==> config.mk <==
export PLATFORM = sky130hd
export DESIGN_NAME = edac_secded_scrub_ram
export DESIGN_NICKNAME = d
export VERILOG_FILES = /design/src/rtl/edac_secded_scrub_ram.sv
export SDC_FILE = /design/constraint.sdc
export NUM_CORES = 1
export LEC_CHECK = 0
export ABC_AREA = 1
export BUFFER_PORTS_ARGS = -buffer_cell sky130_fd_sc_hd__buf_2
export CORE_ASPECT_RATIO = 0.9
export CORE_MARGIN = 4
export CORE_UTILIZATION = 55
export CTS_CLUSTER_SIZE = 16
export DETAILED_ROUTE_END_ITERATION = 7
export PLACE_DENSITY = 0.71
export SYNTH_ARGS = -nofsm -noshare
export SYNTH_HDL_FRONTEND = slang
export SYNTH_SLANG_ARGS = --single-unit
==> constraint.sdc <==
create_clock -name clk_i -period 6.1 [get_ports clk_i]
set_input_delay 0.305 -clock clk_i [delete_from_list [all_inputs] [get_ports clk_i]]
set_output_delay 0.305 -clock clk_i [all_outputs]
set_load 0.02 [all_outputs]
==> src/rtl/edac_secded_scrub_ram.sv <==
// SECDED (extended Hamming) protected simple dual-port RAM with a background scrubber.
// Codeword bit 0 is overall parity; bits 1..N use classic Hamming positions (checks at 2**k).
module edac_secded_scrub_ram #(
   parameter int unsigned DATA_WIDTH     = 32,
   parameter int unsigned ADDR_WIDTH     = 4,
   parameter int unsigned CHK_WIDTH      = 7,
   parameter int unsigned SCRUB_INTERVAL = 1024,
   parameter int unsigned CNT_WIDTH      = 16
) (
   input  logic                            clk_i,
   input  logic                            rst_ni,
   input  logic                            wen_i,
   input  logic [ADDR_WIDTH-1:0]           waddr_i,
   input  logic [DATA_WIDTH-1:0]           wdata_i,
   input  logic [DATA_WIDTH+CHK_WIDTH-1:0] winj_i,
   input  logic                            ren_i,
   input  logic [ADDR_WIDTH-1:0]           raddr_i,
   output logic [DATA_WIDTH-1:0]           rdata_o,
   output logic                            rvalid_o,
   output logic                            rsbe_o,
   output logic                            rdbe_o,
   input  logic                            scrub_en_i,
   output logic                            scrub_wrap_o,
   input  logic                            cnt_clr_i,
   output logic [CNT_WIDTH-1:0]            sbe_cnt_o,
   output logic [CNT_WIDTH-1:0]            dbe_cnt_o
);
   localparam int CW    = int'(DATA_WIDTH + CHK_WIDTH);
   localparam int Depth = 2 ** ADDR_WIDTH;
   localparam int SynW  = int'(CHK_WIDTH) - 1;
   localparam int TmrW  = $clog2(SCRUB_INTERVAL + 1);

   typedef logic [CW-1:0] cw_t;

   function automatic logic [SynW-1:0] syndrome(input cw_t c);
      logic [SynW-1:0] s;
      s = '0;
      for (int p = 1; p < CW; p++) begin
         if (c[p]) s ^= SynW'(p);
      end
      return s;
   endfunction

   // Data fills non-power-of-two positions; check bits are then set to zero the syndrome.
   function automatic cw_t encode(input logic [DATA_WIDTH-1:0] d);
      cw_t                  c;
      logic [DATA_WIDTH-1:0] d_sh;
      logic [SynW-1:0]       s;
      c    = '0;
      d_sh = d;
      for (int p = 1; p < CW; p++) begin
         if ((p & (p - 1)) != 0) begin
            c[p] = d_sh[0];
            d_sh = d_sh >> 1;
         end
      end
      s = syndrome(c);
      for (int k = 0; k < SynW; k++) c[1 << k] = s[k];
      c[0] = ^c;
      return c;
   endfunction

   function automatic logic [DATA_WIDTH-1:0] extract(input cw_t c);
      logic [DATA_WIDTH-1:0] d;
      d = '0;
      for (int p = CW - 1; p >= 1; p--) begin
         if ((p & (p - 1)) != 0) d = {d[DATA_WIDTH-2:0], c[p]};
      end
      return d;
   endfunction

   cw_t                   mem_q [Depth];
   cw_t                   rd_cw_q;
   logic                  s1_valid_q, s1_valid_d;
   logic                  s1_scrub_q, s1_scrub_d;
   logic                  s1_cancel_q, s1_cancel_d;
   logic [ADDR_WIDTH-1:0] s1_addr_q, s1_addr_d;
   logic                  wb_valid_q, wb_valid_d;
   logic [ADDR_WIDTH-1:0] wb_addr_q, wb_addr_d;
   cw_t                   wb_cw_q, wb_cw_d;
   logic [TmrW-1:0]       tmr_q, tmr_d;
   logic [ADDR_WIDTH-1:0] scrub_addr_q, scrub_addr_d;
   logic                  wrap_q, wrap_d;
   logic [DATA_WIDTH-1:0] rdata_q, rdata_d;
   logic                  rvalid_q, rvalid_d;
   logic                  rsbe_q, rsbe_d;
   logic                  rdbe_q, rdbe_d;
   logic [CNT_WIDTH-1:0]  sbe_cnt_q, sbe_cnt_d;
   logic [CNT_WIDTH-1:0]  dbe_cnt_q, dbe_cnt_d;

   logic                  scrub_go, rd_en, sbe, dbe, wb_fire, wb_kill, wb_load;
   logic [ADDR_WIDTH-1:0] rd_addr;
   logic [SynW-1:0]       syn;
   cw_t                   fixed;

   always_comb begin
      scrub_go = scrub_en_i && (tmr_q == TmrW'(SCRUB_INTERVAL)) && !ren_i &&
                 !(s1_valid_q && s1_scrub_q) && !wb_valid_q;
      rd_en    = ren_i || scrub_go;
      rd_addr  = ren_i ? raddr_i : scrub_addr_q;

      syn   = syndrome(rd_cw_q);
      fixed = rd_cw_q;
      sbe   = 1'b0;
      dbe   = 1'b0;
      if (^rd_cw_q) begin
         // Odd-weight error: correctable only if the syndrome names a real position.
         if (int'(syn) < CW) begin
            sbe   = 1'b1;
            fixed = rd_cw_q ^ (cw_t'(1) << syn);
         end else begin
            dbe = 1'b1;
         end
      end else if (syn != '0) begin
         dbe = 1'b1;
      end

      wb_fire = wb_valid_q && !wen_i;
      wb_kill = wb_valid_q && wen_i && (waddr_i == wb_addr_q);
      wb_load = s1_valid_q && sbe && !s1_cancel_q && !(wen_i && (waddr_i == s1_addr_q)) &&
                (!wb_valid_q || wb_fire || wb_kill);

      s1_valid_d  = rd_en;
      s1_scrub_d  = !ren_i;
      s1_addr_d   = rd_addr;
      s1_cancel_d = wen_i && (waddr_i == rd_addr);

      wb_valid_d = wb_valid_q;
      wb_addr_d  = wb_addr_q;
      wb_cw_d    = wb_cw_q;
      if (wb_load) begin
         wb_valid_d = 1'b1;
         wb_addr_d  = s1_addr_q;
         wb_cw_d    = fixed;
      end else if (wb_fire || wb_kill) begin
         wb_valid_d = 1'b0;
      end

      rvalid_d = s1_valid_q && !s1_scrub_q;
      rsbe_d   = rvalid_d && sbe;
      rdbe_d   = rvalid_d && dbe;
      rdata_d  = rvalid_d ? extract(fixed) : rdata_q;

      sbe_cnt_d = sbe_cnt_q;
      dbe_cnt_d = dbe_cnt_q;
      if (cnt_clr_i) begin
         sbe_cnt_d = '0;
         dbe_cnt_d = '0;
      end else if (s1_valid_q) begin
         if (sbe && (sbe_cnt_q != '1)) sbe_cnt_d = sbe_cnt_q + 1'b1;
         if (dbe && (dbe_cnt_q != '1)) dbe_cnt_d = dbe_cnt_q + 1'b1;
      end

      tmr_d = tmr_q;
      if (scrub_go) begin
         tmr_d = '0;
      end else if (scrub_en_i && (tmr_q != TmrW'(SCRUB_INTERVAL))) begin
         tmr_d = tmr_q + 1'b1;
      end
      scrub_addr_d = scrub_go ? scrub_addr_q + 1'b1 : scrub_addr_q;
      wrap_d       = scrub_go && (scrub_addr_q == '1);
   end

   always_ff @(posedge clk_i) begin
      if (wen_i) begin
         mem_q[waddr_i] <= encode(wdata_i) ^ winj_i;
      end else if (wb_fire) begin
         mem_q[wb_addr_q] <= wb_cw_q;
      end
      rd_cw_q <= mem_q[rd_addr];
   end

   always_ff @(posedge clk_i or negedge rst_ni) begin
      if (!rst_ni) begin
         s1_valid_q   <= 1'b0;
         s1_scrub_q   <= 1'b0;
         s1_cancel_q  <= 1'b0;
         s1_addr_q    <= '0;
         wb_valid_q   <= 1'b0;
         wb_addr_q    <= '0;
         wb_cw_q      <= '0;
         tmr_q        <= '0;
         scrub_addr_q <= '0;
         wrap_q       <= 1'b0;
         rdata_q      <= '0;
         rvalid_q     <= 1'b0;
         rsbe_q       <= 1'b0;
         rdbe_q       <= 1'b0;
         sbe_cnt_q    <= '0;
         dbe_cnt_q    <= '0;
      end else begin
         s1_valid_q   <= s1_valid_d;
         s1_scrub_q   <= s1_scrub_d;
         s1_cancel_q  <= s1_cancel_d;
         s1_addr_q    <= s1_addr_d;
         wb_valid_q   <= wb_valid_d;
         wb_addr_q    <= wb_addr_d;
         wb_cw_q      <= wb_cw_d;
         tmr_q        <= tmr_d;
         scrub_addr_q <= scrub_addr_d;
         wrap_q       <= wrap_d;
         rdata_q      <= rdata_d;
         rvalid_q     <= rvalid_d;
         rsbe_q       <= rsbe_d;
         rdbe_q       <= rdbe_d;
         sbe_cnt_q    <= sbe_cnt_d;
         dbe_cnt_q    <= dbe_cnt_d;
      end
   end

   assign rdata_o      = rdata_q;
   assign rvalid_o     = rvalid_q;
   assign rsbe_o       = rsbe_q;
   assign rdbe_o       = rdbe_q;
   assign scrub_wrap_o = wrap_q;
   assign sbe_cnt_o    = sbe_cnt_q;
   assign dbe_cnt_o    = dbe_cnt_q;

endmodule
# Word-level counts from Yosys, hierarchy flattened
# Memory sizes are Yosys's and may differ from the RTL's. A register that Yosys moved wholly into a read port is not among the register bits.
# Index checks and enable logic that the tools add are counted.
# classes
addsub	4
n_lt_le_gt_ge	1
n_eq_ne	8
shift	1
mux	160
bitwise_logic	70
reduce_logical	43
# op_table
cell	n
two-way mux 6 bit	45
two-way mux 5 bit	31
two-way mux 39 bit	3
two-way mux 16 bit	6
NOT 3 bit	26
XOR reduction 39 bit	2
XOR 39 bit	2
two-way mux 4 bit	17
NOT 2 bit	25
two-way mux 1 bit	46
NOT 4 bit	10
OR reduction 39 bit	1
left shift 1 x 6 -> 39 bit, first input constant	1
adder 16 x 1 -> 16 bit, second input constant	2
!= test 16 bit, second input constant	2
two-way mux 11 bit	2
logical AND 1 bit	21
two-way mux 3 bit	7
equality test 4 bit	3
adder 11 x 1 -> 11 bit, second input constant	1
equality test 11 bit, second input constant	1
!= test 11 bit, second input constant	1
NOT 5 bit	2
nonzero test 2 bit	5
other kinds (9)	25
# totals
regBits	134
mem_bits_rw	624
inputBits	85
output_inout_bits	68
wordCells	304
n_memories	1
# mem_list
memory	words	width	rd	rd_clocked_by_memory_dff	wr	line	source
mem_q	16	39	1	1	1	72	cw_t mem_q [Depth];

# Depth between registers and ports, before layout
# Gate-level depths: netlist (run 1).
# logic_depth
ltp_word	99
mapped_depth	20
depth_no_buf	20

# Least setup slack after synthesis (run 1)
# OpenSTA, ideal clock, no wires.
# synth_path
path_type	register -> register
startpoint	reg wb_valid_q
endpoint	mem mem_q[0][0] in the netlist's numbering, enable pin
setup_time_ns	0.435
arrival_time_ns	2.845
required_time_ns	5.665
slack_ns	2.820
path_stages_with_launch	7
n_path_buf	0
period_less_slack_ns	3.280
cell_sequence	dfrtp_1 -> inv_1 -> nor2_1 -> inv_1 -> o21ai_0 -> nand3_1 -> nor2_1
# synth_between
elab_chain_cells	6
word_cells_on_any_way	7
cone_classes	5 x mux; 2 x reduce/logical
# synth_rtl
item	line	source
start, declared	78	logic wb_valid_q, wb_valid_d;
start signal, assigned	196	wb_valid_q <= wb_valid_d;
logical AND 1 bit (*)	118	wb_fire = wb_valid_q && !wen_i;
two-way mux 1 bit (*)	167	end else if (wb_fire) begin
two-way mux 1 bit (*)	165	if (wen_i) begin
two-way mux 1 bit (not written as such) (*)	168	mem_q[wb_addr_q] <= wb_cw_q;
OR reduction 39 bit (no line)	n/a	
two-way mux 4 bit (no line) or two-way mux 1 bit (tied branches)	n/a	
end, declared	72	
# Every way passes the cells marked *; elsewhere a longest branch is shown, timed or not.

# Final worst setup path (run 1)
# layout_path
startpoint	reg scrub_addr_q[1]
endpoint	reg s1_cancel_q
# layout_between
elab_chain_cells	3
# layout_rtl
item	line	source
start, declared	82	logic [ADDR_WIDTH-1:0] scrub_addr_q, scrub_addr_d;
start signal, assigned	200	scrub_addr_q <= scrub_addr_d;
two-way mux 4 bit	100	rd_addr = ren_i ? raddr_i : scrub_addr_q;
equality test 4 bit	126	s1_cancel_d = wen_i && (waddr_i == rd_addr);
logical AND 1 bit	126	
named net s1_cancel_d	76	logic s1_cancel_q, s1_cancel_d;
end signal, assigned	194	s1_cancel_q <= s1_cancel_d;
end, declared	76	
# The timed path passes the listed nets, and every way through them passes these cells.
# A chain may end at the register's enable or synchronous reset.

==> results of run 1 <==
==> worst max-delay path, stage by stage (launching register included) <==
cell       delay [ns]
dfrtp_1          0.40
o21ai_0          1.06
inv_8            0.55
buf_4            0.56
a21oi_1          0.27
o2111ai_1        0.13
a221oi_1         0.46
==> registers in the layout, indices dropped and copies added, names as in the netlist <==
name / flops
wb_addr_q: 4
rdata_o: 32
scrub_wrap_o: 1
s1_scrub_q: 1
sbe_cnt_o: 16
rsbe_o: 1
s1_cancel_q: 1
s1_valid_q: 1
tmr_q: 11
wb_cw_q: 39
wb_valid_q: 1
dbe_cnt_o: 16
rvalid_o: 1
rdbe_o: 1
rd_cw_q: 39
scrub_addr_q: 4
mem_q: 624
s1_addr_q: 4
==> power breakdown <==
part | total, W | internal (W) | switching, W | leakage (nW)
clock | 0.00499 | 0.00292 | 0.00208 | 1.29
combinational | 0.00336 | 0.000877 | 0.00248 | 7.62
sequential | 0.00702 | 0.00675 | 0.000271 | 7.68
==> layout by cell type, fill, tap and decap left out, types with 53 or more instances in the layout <==
cell / count
xor2_1: 79
o211ai_1: 113
clkbuf_16: 83
xnor2_1: 90
buf_4: 68
nand3_1: 273
inv_1: 434
o21ai_0: 264
buf_2: 151
nor2_1: 53
edfxtp_1: 624
a21oi_1: 204
dfrtp_1: 134
nand2_1: 785
==> routing by layer <==
metal | up-vias | global-route usage [%] | wire length [microns]
met5 | - | 0 | 13
met4 | 2 | 8.165 | 2697
met3 | 169 | 4.359 | 6520
met2 | 879 | 43.38 | 44410
met1 | 12111 | 36.75 | 38650
li1 | 12015 | - | -
==> repair_timing <==
action                                  in CTS  in global routing
endpoints found under the hold margin       65                  0
endpoints found under the setup margin       0                  0
hold buffers                                 1                  0
==> cell type report <==
type                    instances  area share [%]
diodes                          1        0.006213
clock buffers                 101           5.399
clock inverters                44           1.187
inverters                     452           4.234
multi-input cells            2039           26.38
flip-flops and latches        797           56.79
well taps                     855           2.656
repair buffers                224           3.346
==> final timing paths <==
| kind | to | cells after the start | startpoint | slack, ns |
|---|---|---|---|---|
| hold / removal | s1_cancel_q | 3 | wen_i | 0.07 |
| min in group asynchronous | dbe_cnt_o[8] | 2 | rst_ni | 0.24 |
| max in group asynchronous | rdata_o[15] | 3 | rst_ni | 4.48 |
| setup reg to reg | s1_cancel_q | 6 | scrub_addr_q[1] | 2.30 |
| hold reg to reg | rdata_o[14] | 2 | rdata_o[14] | 0.48 |
| setup / recovery | s1_cancel_q | 6 | scrub_addr_q[1] | 2.30 |
==> cells by family (layout without fill, tap and decap cells) <==
family | after synthesis | after routing
buf+inv | 624 | 821
flops | 797 | 797
fa+ha+maj | 5 | 5
xor+xnor | 174 | 174
other cells | 0 | 1
compound gates | 626 | 626
simple gates | 1234 | 1234
==> per-stage QoR <==
step           instance area, sq um  utilization [%]  total power, W  hold WS [ns]
6_report                      40270            62.74         0.01538       0.06558
5_1_grt                       40270            62.74         0.01604       0.05731
4_1_cts                       40270            62.74         0.01541       0.02555
3_5_place_dp                  37610            58.59         0.01044        0.3522
3_3_place_gp                  37610            58.59         0.01040        0.3437
2_1_floorplan                 35740                -        0.009278      0.009409
==> flow_metrics.tcl, run 1 <==
set metrics [dict create \
    p_leak_nw 16.59 \
    viasPerCell 5.579 \
    seqCellArea_sq_um 22870 \
    start_util_pct 55.68 \
    seq_area_frac_synth_pct 63.99 \
    dp.cells 4366 \
    p_per_area_nw_per_um2 381.8 \
    route.detailed.wl_per_inst_microns 20.45 \
    num_rows 88 \
    syn_avg_cell_area_sq_um 10.33 \
    synth_compound_area_share_pct 9.850 \
    outcome "completed" \
    pre_cts_ws_ns 2.443 \
    fillers 5106 \
    clk_latency_ns 0.63 \
    hold_violations 0 \
    worst-path-max-fanout 150 \
    yosys.area.top_type "edfxtp_1" \
    syn_area_sq_um 35740 \
    crit_arrival_ns 4.26 \
    cp-start-kind "register" \
    multiInputGateArea_sq_um 10630 \
    synthSimpleGateAreaFrac_pct 14.86 \
    cts_root_buf "clkbuf_16" \
    drt_iter0_markers 2980 \
    crit_path_end_kind "register" \
    boundaryPins 153 \
    drv_slew 0 \
    post_cts_buffers 0 \
    period_share_pct 62.23 \
    ys_async_sr_fraction_pct 16.81 \
    globalRoute.totalOverflow 0 \
    die_width_microns 276.7 \
    core_area_sq_um 64190 \
    yosysUniqueCellTypes 46 \
    grt_pass1_vias 23704 \
    rsz0062_at_grt "no" \
    die_area_sq_um 69140 \
    fin_crit_ns 3.796 \
    routed-via-count 25176 \
    cts_buffers 79 \
    cts_max_level 3 \
    synth_edf_count 624 \
    ys_ff_latch 797 \
    grt_usage_pct 26.46 \
    yosys_warnings 0 \
    ant_nets 0 \
    antenna_found_initial 3 \
    num-nets-final 3683 \
    grt_max_degree 175 \
    setup_tns_ns 0 \
    yosys-top-cells-count "nand2_1 (785), edfxtp_1 (624), inv_1 (434), nand3_1 (273), o21ai_0 (272)" \
    clock-sinks 797 \
    synth_top_area_share_pct 52.42 \
    drc 0 \
    slew_headroom_pct 7.937 \
    synth_fa_ha_area_share_pct 0.1750 \
    cap_violations 0 \
    syn_inst 3460 \
    detail_route.first_pass.iterations 6 \
    synth_top_cells_by_area "edfxtp_1 (52%), dfrtp_1 (9.4%), nand2_1 (8.2%)" \
    path_clk_slew_ns 0.07 \
    gp_congestion 0.9448 \
    ir_drop_uv 287.4 \
    port_buffers 152 \
    fin_cells 4513 \
    clock_path_buffers 3 \
    grt_first_pass_wirelength_microns 140900 \
    ys.flop_type "edfxtp_1" \
    yosys.area_share.xor_xnor_pct 4.369 \
    worst_pin_slew_ns 1.367 \
    area_growth_pct 12.68 \
    skew_ns 0.01685 \
    dp_hpwl_microns 56110 \
    fin_ws_ns 2.304 \
    critical_path_class "register to register" \
    cts_tree "built" \
    muxShareOfSynthArea_pct 0 \
    max_freq_mhz 263.4 \
    cp.required_ns 6.56 \
    drive_above_1_share_pct 11.54 \
    cts_resized 0 \
    synth_top_family_by_area "simple AND/OR/NAND/NOR gates" \
    routed_wl_microns 92300 \
    setup_violations 0 \
    hp-class "input pin to register" \
    synth.most_common_cell "nand2_1" \
    die_y_microns 249.9 \
    syn_nets 3550 \
]
Power figures use the tool's default switching activity.
==> run 2: changes to the inputs <==
Settings changed: ABC_AREA 1 to 0, PLACE_DENSITY 0.71 to 0.74.
Clock period 6.1 ns to 3.25 ns, I/O delays scaled along.
==> flow_metrics.tcl, run 2 <==
set metrics [dict create \
    outcome "completed" \
    start_util_pct 55.82 \
    cts_max_level 3 \
    synth_top_area_share_pct 55.77 \
    num_rows 85 \
    slew_headroom_pct 23.27 \
    syn_area_sq_um 33600 \
    die_area_sq_um 65120 \
    port_buffers 152 \
    final_common_cell "nand2_1" \
    cts_buffers 80 \
    grt_first_pass_wirelength_microns 138300 \
    hp-class "input pin to register" \
    drv_slew 0 \
    period_share_pct 95.69 \
    worst-path-max-fanout 6 \
    fin_crit_ns 3.110 \
    critPathBufInv 1 \
    ys.flop_type "edfxtp_1" \
    route.detailed.wl_per_inst_microns 23.56 \
    syn_nets 2923 \
    ys_async_sr_fraction_pct 16.81 \
    setup_violations 0 \
    largest_reg_flops 624 \
    routed_wl_microns 91990 \
    grt_pass1_vias 23018 \
    regMostFlops "mem_q" \
    critical-path-max-stage-delay_ns 0.49 \
    setup_tns_ns 0 \
    dp_hpwl_microns 56560 \
    drive_above_1_share_pct 15.06 \
    syn_avg_cell_area_sq_um 11.86 \
    p_per_area_nw_per_um2 822.2 \
    layout_common_cells "nand2_1 (746), edfxtp_1 (624), nand3_1 (331)" \
    clock-sinks 797 \
    yosys.area.top_type "edfxtp_1" \
    hold_violations 0 \
    drc 0 \
    drt_iter0_markers 2799 \
    ir_drop_uv 765.2 \
    crit_path_end_kind "register" \
    cap_violations 0 \
    skew_ns 0.02167 \
    routed-via-count 23698 \
    num-nets-final 3149 \
    cp.required_ns 3.76 \
    synth_edf_count 624 \
    cp-start-kind "register" \
    multiInputGateArea_sq_um 10240 \
    core_area_sq_um 60200 \
    syn_inst 2833 \
    crit_path_start "rd_cw_q[18]" \
    largestRegisters "mem_q: 624 flops, rd_cw_q: 39 flops, wb_cw_q: 39 flops" \
    die_width_microns 268.5 \
    detail_route.first_pass.iterations 5 \
    rsz0062_at_grt "yes" \
    crit_arrival_ns 3.62 \
    min_from "cnt_clr_i" \
    synth_top_cells_by_area "edfxtp_1 (56%), dfrtp_1 (10%), nand2_1 (8.3%)" \
    area_growth_pct 16.23 \
    seqCellArea_sq_um 22870 \
    clk_latency_ns 0.63 \
    worst_pin_slew_ns 1.146 \
    final_util_pct 64.88 \
    grt_max_degree 102 \
    slowest_stage "dfxtp_1" \
    yosys-top-cells-count "nand2_1 (746), edfxtp_1 (624), nand3_1 (331), xnor2_1 (175), clkbuf_1 (151)" \
    max_freq_mhz 321.6 \
    viasPerCell 6.069 \
    p_leak_nw 14.46 \
    ys_ff_latch 797 \
    cp_top_family "XOR/XNOR gates" \
    post_cts_buffers 0 \
    r2r_start "rd_cw_q[18]" \
    path_clk_slew_ns 0.06 \
    worstPathCellList "xnor2_1 -> xnor2_1 -> xnor3_1 -> xnor2_1 -> buf_4 -> nor2_1 -> o221ai_2 -> nor4_4 -> nand3_1 -> mux2_1" \
    cts_tree "built" \
    clock_path_buffers 3 \
    regToRegSetupSlack_ns 0.14 \
    grt_usage_pct 27.91 \
    yosysUniqueCellTypes 55 \
    fillers 4341 \
    antenna_found_initial 2 \
    gp_congestion 0.9437 \
    crit_top_cell "xnor2_1" \
    yosys_warnings 0 \
    synth.most_common_cell "nand2_1" \
    cts_root_buf "clkbuf_16" \
    ant_nets 0 \
    critical_path_class "register to register" \
    seq_area_frac_synth_pct 68.07 \
    boundaryPins 153 \
    die_y_microns 242.5 \
    globalRoute.totalOverflow 0 \
]
run 2: cell types whose count changed in the layout (fill, tap and decap cells not counted), sizes merged, moves of 50 or more:
cell,change
inv,-437
o211ai,-110
and3,+53
a21oi,-151
nand2,-50
xnor2,+88
buf,+84
o21ai,-207
a311oi,+79
run 2: power breakdown:
part,leakage (nW),internal [W],total (W),switching [W]
Clock,1.23,0.00512,0.00891,0.00379
Sequential,7.65,0.0129,0.0135,0.000553
Combinational,5.57,0.00347,0.00974,0.00627
run 2: cell families after synthesis:
| family | Yosys count | synth area share (%) |
|---|---|---|
| buffers and inverters | 182 | 2.085 |
| muxes | 16 | 0.5176 |
| AOI/OAI and AO/OA | 268 | 5.273 |
| DFF | 797 | 68.07 |
| and+or+nand+nor | 1313 | 16.98 |
| xor gates and xnor gates | 252 | 6.889 |
| adders and majority gates | 5 | 0.1862 |
run 2: through the flow:
stage	hold slack, ns	power (W)	area (sq um)	cells	worst slack [ns]
final	0.08109	0.03211	39050	3905	0.1401
after global routing	0.09060	0.03348	39050	3904	-0.002142
after CTS	0.05401	0.03204	39020	3904	0.04268
after detailed placement	0.3177	0.02316	36450	3755	0.05752
after global placement	0.3128	0.02286	36450	3755	0.1461
after floorplan	-0.1331	0.01941	33600	2833	0.05427
run 2: repair_timing:
action	CTS	global route
gates resized for setup	0	4
setup endpoints to repair	0	48
hold buffers	5	0
hold endpoints to repair	104	0
run 2: worst register-to-register path, stage by stage (launching register included):
cell and delay [ns]:
dfxtp_1 0.49, xnor2_1 0.20, xnor2_1 0.18, xnor3_1 0.38, xnor2_1 0.19, buf_4 0.19
nor2_1 0.19, o221ai_2 0.22, nor4_4 0.47, nand3_1 0.14, mux2_1 0.33
run 2: cell type report:
cell class / count / area share, %
Clock buffer: 117 / 5.741
Inverter: 14 / 0.1602
Clock inverter: 27 / 0.7112
Tap cell: 783 / 2.509
Timing Repair Buffer: 312 / 6.097
Antenna cell: 1 / 0.006408
Multi-Input combinational cell: 1854 / 26.21
Sequential cell: 797 / 58.57
run 2: worst paths after layout:
| kind | to | cells past startpoint |
|---|---|---|
| max | dbe_cnt_o[12] | 10 |
| min | dbe_cnt_o[3] | 2 |
| max reg2reg | dbe_cnt_o[12] | 10 |
| min reg2reg | rdata_o[8] | 2 |
| max in group asynchronous | wb_cw_q[1] | 3 |
| min in group asynchronous | tmr_q[3] | 2 |
run 2: routing by layer:
layer	vias to the layer above	GRT usage [%]	wire length, microns
met5	-	0	13
met4	2	9.946	3343
met3	232	5.870	9581
met2	1369	44.23	43110
met1	11591	38.62	35940
li1	10504	-	-
